===== config.mk =====
export PLATFORM = sky130hd
export DESIGN_NAME = display_bcd_seq
export DESIGN_NICKNAME = d
export VERILOG_FILES = /design/src/rtl/display_bcd_seq.sv
export SDC_FILE = /design/constraint.sdc
export NUM_CORES = 1
export LEC_CHECK = 0
export ABC_AREA = 0
export CORE_AREA = 8 8 113 115
export DETAILED_ROUTE_END_ITERATION = 6
export DIE_AREA = 0 0 121 123
export PLACE_DENSITY = 0.84
export SYNTH_ARGS = -nofsm -noshare
export SYNTH_HDL_FRONTEND = slang
export SYNTH_SLANG_ARGS = --single-unit

===== constraint.sdc =====
create_clock -name clk -period 7.59 [get_ports clk]
set_input_delay 1.8975 -clock clk [delete_from_list [all_inputs] [get_ports clk]]
set_output_delay 1.8975 -clock clk [all_outputs]
set_load 0.01 [all_outputs]

===== src/rtl/display_bcd_seq.sv =====
// ---------------------------------------------------------------------------
// display_bcd_seq
//   Output stage for the register-file toOUT bus. A new signed 32-bit value
//   is captured, converted to BCD by a 14-step sequential double-dabble
//   engine, and only then written to the four 7-segment digit registers.
//   The digit outputs are therefore never seen in a partial state.
//
// Ports
//   clk      : system (divided) clock, rising edge
//   reset    : asynchronous, active-high
//   entrada  : signed two's-complement value to display
//   saida4   : leftmost digit (thousands or sign), [0]=a .. [6]=g
//   saida3   : hundreds
//   saida2   : tens
//   saida1   : ones
//   ocupado  : high while a conversion is in progress
// ---------------------------------------------------------------------------
module display_bcd_seq #(
    parameter bit SEG_ACTIVE_LOW = 1'b1,
    parameter bit BLANK_ZEROS    = 1'b1
) (
    input  logic        clk,
    input  logic        reset,
    input  logic [31:0] entrada,
    output logic [0:6]  saida4,
    output logic [0:6]  saida3,
    output logic [0:6]  saida2,
    output logic [0:6]  saida1,
    output logic        ocupado
);

    localparam logic [1:0] IDLE = 2'd0;
    localparam logic [1:0] CONV = 2'd1;
    localparam logic [1:0] DONE = 2'd2;

    // Digit codes beyond 0..9 used by the segment lookup.
    localparam logic [3:0] CODE_DASH  = 4'd10;
    localparam logic [3:0] CODE_BLANK = 4'd11;

    function automatic logic [0:6] segOf(input logic [3:0] code);
        logic [0:6] s;
        case (code)
            4'd0:    s = 7'b0000001;
            4'd1:    s = 7'b1001111;
            4'd2:    s = 7'b0010010;
            4'd3:    s = 7'b0000110;
            4'd4:    s = 7'b1001100;
            4'd5:    s = 7'b0100100;
            4'd6:    s = 7'b0100000;
            4'd7:    s = 7'b0001111;
            4'd8:    s = 7'b0000000;
            4'd9:    s = 7'b0000100;
            4'd10:   s = 7'b1111110;
            default: s = 7'b1111111;
        endcase
        return SEG_ACTIVE_LOW ? s : ~s;
    endfunction

    // Upper three digits at reset: blank, or '0' when blanking is disabled.
    localparam logic [3:0] RESET_UPPER = BLANK_ZEROS ? CODE_BLANK : 4'd0;

    logic [1:0]  state;
    logic [31:0] captured;
    logic [13:0] bin;
    logic [15:0] bcd;
    logic [3:0]  iter;
    logic        neg;
    logic        ovf;

    // Capture-side range analysis of the incoming value.
    logic        inNeg;
    logic        inRange;
    logic [31:0] inMag;

    always_comb begin
        inNeg   = entrada[31];
        inRange = inNeg ? ($signed(entrada) >= -32'sd999)
                        : ($signed(entrada) <= 32'sd9999);
        inMag   = inNeg ? (~entrada + 32'd1) : entrada;
    end

    // Double-dabble correction applied before each shift.
    logic [15:0] bcdAdj;

    always_comb begin
        bcdAdj = bcd;
        for (int i = 0; i < 4; i++) begin
            if (bcd[4*i +: 4] >= 4'd5)
                bcdAdj[4*i +: 4] = bcd[4*i +: 4] + 4'd3;
        end
    end

    // Final digit selection. A negative in-range magnitude is at most 999, so
    // its thousands nibble is zero and the same blanking chain serves both signs.
    logic [3:0] code4, code3, code2, code1;
    logic       lit3, lit2, lit1;

    always_comb begin
        lit3 = !BLANK_ZEROS || (bcd[15:12] != 4'd0);
        lit2 = lit3 || (bcd[11:8] != 4'd0);
        lit1 = lit2 || (bcd[7:4]  != 4'd0);
        if (ovf) begin
            code4 = CODE_DASH;
            code3 = CODE_DASH;
            code2 = CODE_DASH;
            code1 = CODE_DASH;
        end else begin
            code4 = neg  ? CODE_DASH : (lit3 ? bcd[15:12] : CODE_BLANK);
            code3 = lit2 ? bcd[11:8] : CODE_BLANK;
            code2 = lit1 ? bcd[7:4]  : CODE_BLANK;
            code1 = bcd[3:0];
        end
    end

    always_ff @(posedge clk or posedge reset) begin
        if (reset) begin
            state    <= IDLE;
            captured <= '0;
            bin      <= '0;
            bcd      <= '0;
            iter     <= '0;
            neg      <= 1'b0;
            ovf      <= 1'b0;
            ocupado  <= 1'b0;
            saida4   <= segOf(RESET_UPPER);
            saida3   <= segOf(RESET_UPPER);
            saida2   <= segOf(RESET_UPPER);
            saida1   <= segOf(4'd0);
        end else begin
            case (state)
                IDLE: begin
                    if (entrada != captured) begin
                        captured <= entrada;
                        neg      <= inNeg && inRange;
                        ovf      <= !inRange;
                        // Out-of-range values still run the engine (on zero)
                        // so every update has the same latency.
                        bin      <= inRange ? inMag[13:0] : 14'd0;
                        bcd      <= '0;
                        iter     <= '0;
                        ocupado  <= 1'b1;
                        state    <= CONV;
                    end
                end
                CONV: begin
                    {bcd, bin} <= {bcdAdj[14:0], bin, 1'b0};
                    iter       <= iter + 4'd1;
                    if (iter == 4'd13)
                        state <= DONE;
                end
                DONE: begin
                    saida4  <= segOf(code4);
                    saida3  <= segOf(code3);
                    saida2  <= segOf(code2);
                    saida1  <= segOf(code1);
                    ocupado <= 1'b0;
                    state   <= IDLE;
                end
                default: state <= IDLE;
            endcase
        end
    end

endmodule

; ---- Word level (Yosys, flattened, before mapping)
; Memory sizes are Yosys's and may differ from the RTL's. A register that Yosys moved wholly into a read port is not among the register bits.
; Cells that the tools add are included.
[word_totals]
ff_bits = 71
in_bits = 34
rom_bits = 448
memories = 4
out_inout_bits = 29
[memory_table]
columns = name, depth, word_bits, read_ports, rd_ports_with_merged_regs, wr, line_no
row1 = (no name shown), 16, 7, 1, 1, 0, 42  ; case (code)
row2 = (no name shown), 16, 7, 1, 1, 0, 42
row3 = (no name shown), 16, 7, 1, 1, 0, 42
row4 = (no name shown), 16, 7, 1, 1, 0, 42
[classes]
bitwise_logic = 1
muxes = 26
reduce_logical = 14
eq_ne = 6
magnitude_cmp = 6
n_addsub = 6
[op_table]
columns = op, n
row1 = 4-bit 2-to-1 mux, 12
row2 = 14-bit 2-to-1 mux, 3
row3 = 32-bit by 11-bit greater-or-equal comparator with 1-bit output (second input constant), 1
row4 = 32-bit by 15-bit less-or-equal comparator with 1-bit output (second input constant), 1
row5 = 32-bit != test, 1
row6 = 16-bit case mux with 2 select lines, 1
row7 = 14-bit case mux with 2 select lines, 1
row8 = 4-bit by 3-bit greater-or-equal comparator with 1-bit output (second input constant), 4
row9 = 16-bit 2-to-1 mux, 1
row10 = 14-bit by 1-bit adder with 14-bit output (second input constant), 1
row11 = 14-bit NOT, 1
row12 = 4-bit by 2-bit adder with 4-bit output (second input constant), 3
row13 = 4-bit nonzero test, 3
row14 = 4-bit case mux with 2 select lines, 1
row15 = 2-bit AND reduction, 4
row16 = 4-bit by 1-bit adder with 4-bit output (second input constant), 1
row17 = 4-bit == test (second input constant), 1
row18 = 2-bit 2-to-1 mux, 2
row19 = 2-bit != test (second input constant), 2
row20 = 2-bit case mux with 2 select lines, 1
row21 = 2-bit nonzero test, 2
row22 = 3-bit by 2-bit adder with 3-bit output (second input constant), 1
row23 = 3-bit 2-to-1 mux, 1
row24 = 2-bit by 1-bit == test with 1-bit output (second input constant), 1
row25 = other kinds (7), 9

; ---- Longest topological paths before layout
[logic_depth]
word_depth = 6
depth_mapped = 11

; ---- Worst setup path after synthesis
; Ideal clock, no wire load.
[synth_timing]
path_kind = in2reg
startpoint = input port entrada[5]
endpoint = register captured[0]
slack_ps = 3769
path_stages = 7
arrival_ps = 3694
required_time_ps = 7463
cell_sequence = clkbuf_1 -> xnor2_1 -> nand4_1 -> or4_4 -> o21ai_4 -> buf_6 -> mux2_1
[synth_between]
elab_chain_cells = 2
[synth_lines]
columns = item, line_no
row1 = start: declaration, 24  ; input logic [31:0] entrada,
row2 = 32-bit != test, 132  ; if (entrada != captured) begin
row3 = 2-bit AND reduction (no source line), -
row4 = end signal: assignment, 133  ; captured <= entrada;
row5 = end: declaration, 63  ; logic [31:0] captured;
; No other way between the ends.
; A chain may end at the register's enable or synchronous reset.

; ---- Worst setup path in the final report
[layout_timing]
startpoint = input port entrada[31]
endpoint = register bin[4]
[layout_between]
elab_chain_cells = 5
elab_cells_between_ends = 10
cone_classes = order compare: 2 / eq/ne: 2 / mux: 5 / reduce/logical: 1
[layout_lines]
columns = item, line_no
row1 = 32-bit by 15-bit less-or-equal comparator with 1-bit output or 32-bit by 11-bit greater-or-equal comparator with 1-bit output (tied branches), "78, 77"
row2 = 1-bit 2-to-1 mux, 77  ; inRange = inNeg ? ($signed(entrada) >= -32'sd999)
row3 = 14-bit 2-to-1 mux, 138  ; bin <= inRange ? inMag[13:0] : 14'd0;
row4 = 14-bit 2-to-1 mux, 132
row5 = 14-bit case mux with 2 select lines, 130  ; case (state)
row6 = end signal: assignment, 138
row7 = end signal: assignment, 146  ; {bcd, bin} <= {bcdAdj[14:0], bin, 1'b0};
row8 = end: declaration, 64  ; logic [13:0] bin;
; Several ways; a longest one is shown, not always the timed one. The select of a mux whose other input is x is not followed.

==> impl_metrics.csv <==
group,metric,value,unit
pwr,p_sw,0.500,mW
worst_setup_path,critPathKind,"primary input to flop",
floorplanning,die_x,121,um
synthesis,async_reset_ff_share,100,%
timing,whs,468,ps
synthesis,syn_nets,676,
synthesis,synth_cells,604,
pwr,total_power,1.62,mW
global_routing,grt-ovfl-total,0,
pwr,power.internal,1.12,mW
timing,final_hold_viol_count,0,
synthesis,synth-edff-count,0,
finish,final_common_cell,"dfrtp_1",
global_routing,grt.total_usage,18.8,%
placed_design,io_buffers,62,
clocking,post-cts-setup-buffers,0,
pwr,comb_power_share,27.8,%
clocking,cts_hold_buf,0,
worst_setup_path,cp_max_fo,18,
synthesis,avgSynthCellArea,9.98,um^2
global_routing,grt_pass1_wl,22.7,mm
routing,wl_met1,5.86,mm
clocking,clock-root-buffer,"clkbuf_16",
global_routing,grt_antenna_before_repair,0,
worst_setup_path,start_kind,"primary input",
clocking,cts_tree,"yes",
routing,final_antenna_net_count,0,
finish,drive_above_1_share,10.6,%
placed_design,place.gp.congestion,0.914,
pwr,p_per_area,231,mW/mm^2
floorplanning,io_pins,63,
global_routing,grt_pass1_vias,4695,
routing,drt_pass1_iterations,5,
timing,slew_violations,0,
routing,drc_errors,0,
pwr,swShare,30.9,%
worst_setup_path,cp_data_required_time,7870,ps
pwr,clkPwrFrac,28.7,%
routing,wl,13.6,mm
placed_design,dpl_cell_area,0.00671,mm^2
routing,wl_met2,6.57,mm
run_status,status,"completed",
synthesis,synth_fa_ha_area_share,7.89,%
timing,min_period,4330,ps
clocking,clock_sinks,99,
clocking,h-tree-depth,3,
synthesis,netlist_area,0.00603,mm^2
synthesis,ys_types,62,
clocking,cts-buffers-inserted,9,
timing,fmax,231,MHz
clocking,clkLatencyLatePin,350,ps
floorplanning,rows,39,
floorplanning,die_area,0.0149,mm^2
routing,drt_iter0_markers,218,
pwr,ir_drop,0.167,mV
timing,report.final.setup_viol,0,
floorplanning,die_y,123,um
clocking,path_clk_slew,70,ps
synthesis,muxShareOfSynthArea,6.85,%
floorplanning,initial_core_util,54.4,%
timing,fin_skew,9.16,ps
routing,wl_met3,846,um
synthesis,synth-simple-area-share,14.0,%
routing,num_vias,4760,
global_routing,grt_max_degree,70,
synthesis,yosysSeqAreaShare,41.5,%
placed_design,place_hpwl,9.86,mm
finish,fin_area,0.00701,mm^2
finish,antenna_cells,0,
finish,fin_nets,716,
worst_setup_path,crit_arrival,4610,ps
pwr,seqPwrFrac,43.5,%
clocking,clk_path_buf_depth,2,
synthesis,synthFlopType,"dfrtp_1",
timing,setup_tns,0,ps
finish,final_cell_mix,"dfrtp_1, clkdlybuf4s50_1, xnor2_1, nand2_1, ha_1",
finish,seq_area,0.00250,mm^2
run,maxCapViolCount,0,
finish,finalNonFillerCells,792,
timing,rsz0062_at_grt,"false",
timing,worst_slew_pin_slew,1040,ps
synthesis,synth-compound-area-share,17.9,%
finish,syn_to_final_growth,16.2,%
pwr,p_leak,2.84,nW
synthesis,synth-xor-area-share,7.41,%
routing,wl_per_cell,17.1,um
synthesis,ys_seq_elements,99,
worst_hold_path,min_path_type,"flop to flop",
worst_setup_path,end_kind,"flop",
synthesis,yosysWarnings,0,
routing,vias_per_cell,6.01,
finish,fillCellCount,863,
finish,multi_input_area,0.00326,mm^2
placed_design,dp_cells,776,
timing,period_share,57.0,%
synthesis,synth_top_family_by_area,"compound AO/OA/AOI/OAI gates",
timing,slew_headroom,30.3,%
floorplanning,core_area,0.0111,mm^2
routing,highest_layer,"met4",
clocking,cts.repair.resized,0,
## power by group through the flow
| stage | Clock [mW] | Sequential [mW] | Combinational [mW] |
|---|---|---|---|
| floorplan | 0 | 0.695 | 0.354 |
| global placement | 0 | 0.707 | 0.439 |
| detailed placement | 0 | 0.714 | 0.452 |
| CTS | 0.472 | 0.705 | 0.455 |
| global route | 0.494 | 0.715 | 0.492 |
| finish | 0.464 | 0.704 | 0.451 |
## flip-flops by register name, indices dropped and copies added, names as in the netlist
signal,count
iter,4
captured,32
ovf,1
state,2
ocupado,1
saida3,7
saida2,7
bcd,16
saida4,7
neg,1
saida1,7
bin,14
## worst paths after layout
check	from	to	depth (start not counted)	slack [ps]
worst min-delay path	saida3[4]$_DFFE_PP1P_	saida3[4]$_DFFE_PP1P_	2	470
max in group asynchronous	reset	bin[3]$_DFFE_PP0P_	3	4460
worst max register to register	bcd[12]$_DFFE_PP0P_	saida2[6]$_DFFE_PP1P_	11	4730
worst min register to register	saida3[4]$_DFFE_PP1P_	saida3[4]$_DFFE_PP1P_	2	470
min in group asynchronous	reset	captured[26]$_DFFE_PP0P_	2	1900
worst max-delay path	entrada[31]	bin[4]$_DFFE_PP0P_	6	3260
## critical path, cell delays in order
cell             delay (ps)
clkdlybuf4s50_1         850
nand4_1                 160
nor4_1                  350
o211ai_1                240
a221oi_2                820
a221o_1                 270
## kinds of logic (layout without fill, tap and decap cells)
| group | count (synthesis) | in the layout |
|---|---|---|
| buffers and inverters | 66 | 111 |
| AO/OA/AOI/OAI | 150 | 150 |
| multiplexers | 37 | 37 |
| adder cells (fa/ha/maj) | 38 | 38 |
| AND/OR/NAND/NOR | 163 | 163 |
| XOR/XNOR | 51 | 51 |
| flip-flops | 99 | 99 |
## per-layer routing
| metal | GRT usage, % | up-vias |
|---|---|---|
| li1 | - | 2258 |
| met3 | 4.29 | 22 |
| met5 | 0 | - |
| met4 | 8.35 | 0 |
| met2 | 31.1 | 165 |
| met1 | 23.2 | 2315 |
## Yosys cell counts, types with 3 or more instances
cell type	count	share of area, %
dfrtp_1	77	32
nand2_1	48	3.0
xnor2_1	48	7.0
ha_1	38	7.9
nor2_1	32	2.0
clkbuf_1	31	1.9
o21ai_0	31	2.6
inv_1	28	1.7
a21oi_1	25	2.1
dfstp_2	22	9.6
mux2_1	19	3.5
nand4_1	18	1.9
mux2_2	15	2.8
a221o_1	14	2.3
a22o_1	14	2.0
nand2b_1	14	1.5
o22a_1	14	2.0
o22ai_1	13	1.3
nor4_1	10	1.0
o31ai_1	8	1.0
nand3_1	7	0.58
nor3_1	6	0.50
nor2b_1	5	0.52
a31oi_1	4	0.41
and3_1	4	0.41
buf_2	4	0.33
or3_1	4	0.41
mux2i_1	3	0.50
nor3b_1	3	0.37
o21a_1	3	0.37
xor2_1	3	0.44
## final cells by class
class | instances | share of cell area [%]
clock buffers | 10 | 3.41
clock inverters | 6 | 0.928
inverters | 29 | 1.57
multi-input cells | 439 | 46.5
flip-flops and latches | 99 | 35.7
well taps | 143 | 2.55
repair buffers | 66 | 9.28
## per-stage QoR
stage          utilization [%]  worst slack (ps)
2_1_floorplan                -              3140
3_3_place_gp              60.5              2950
3_5_place_dp              60.5              2950
4_1_cts                   63.3              3310
5_1_grt                   63.3              3090
6_report                  63.3              3260
Note: power is estimated with default switching activity, not from simulation.
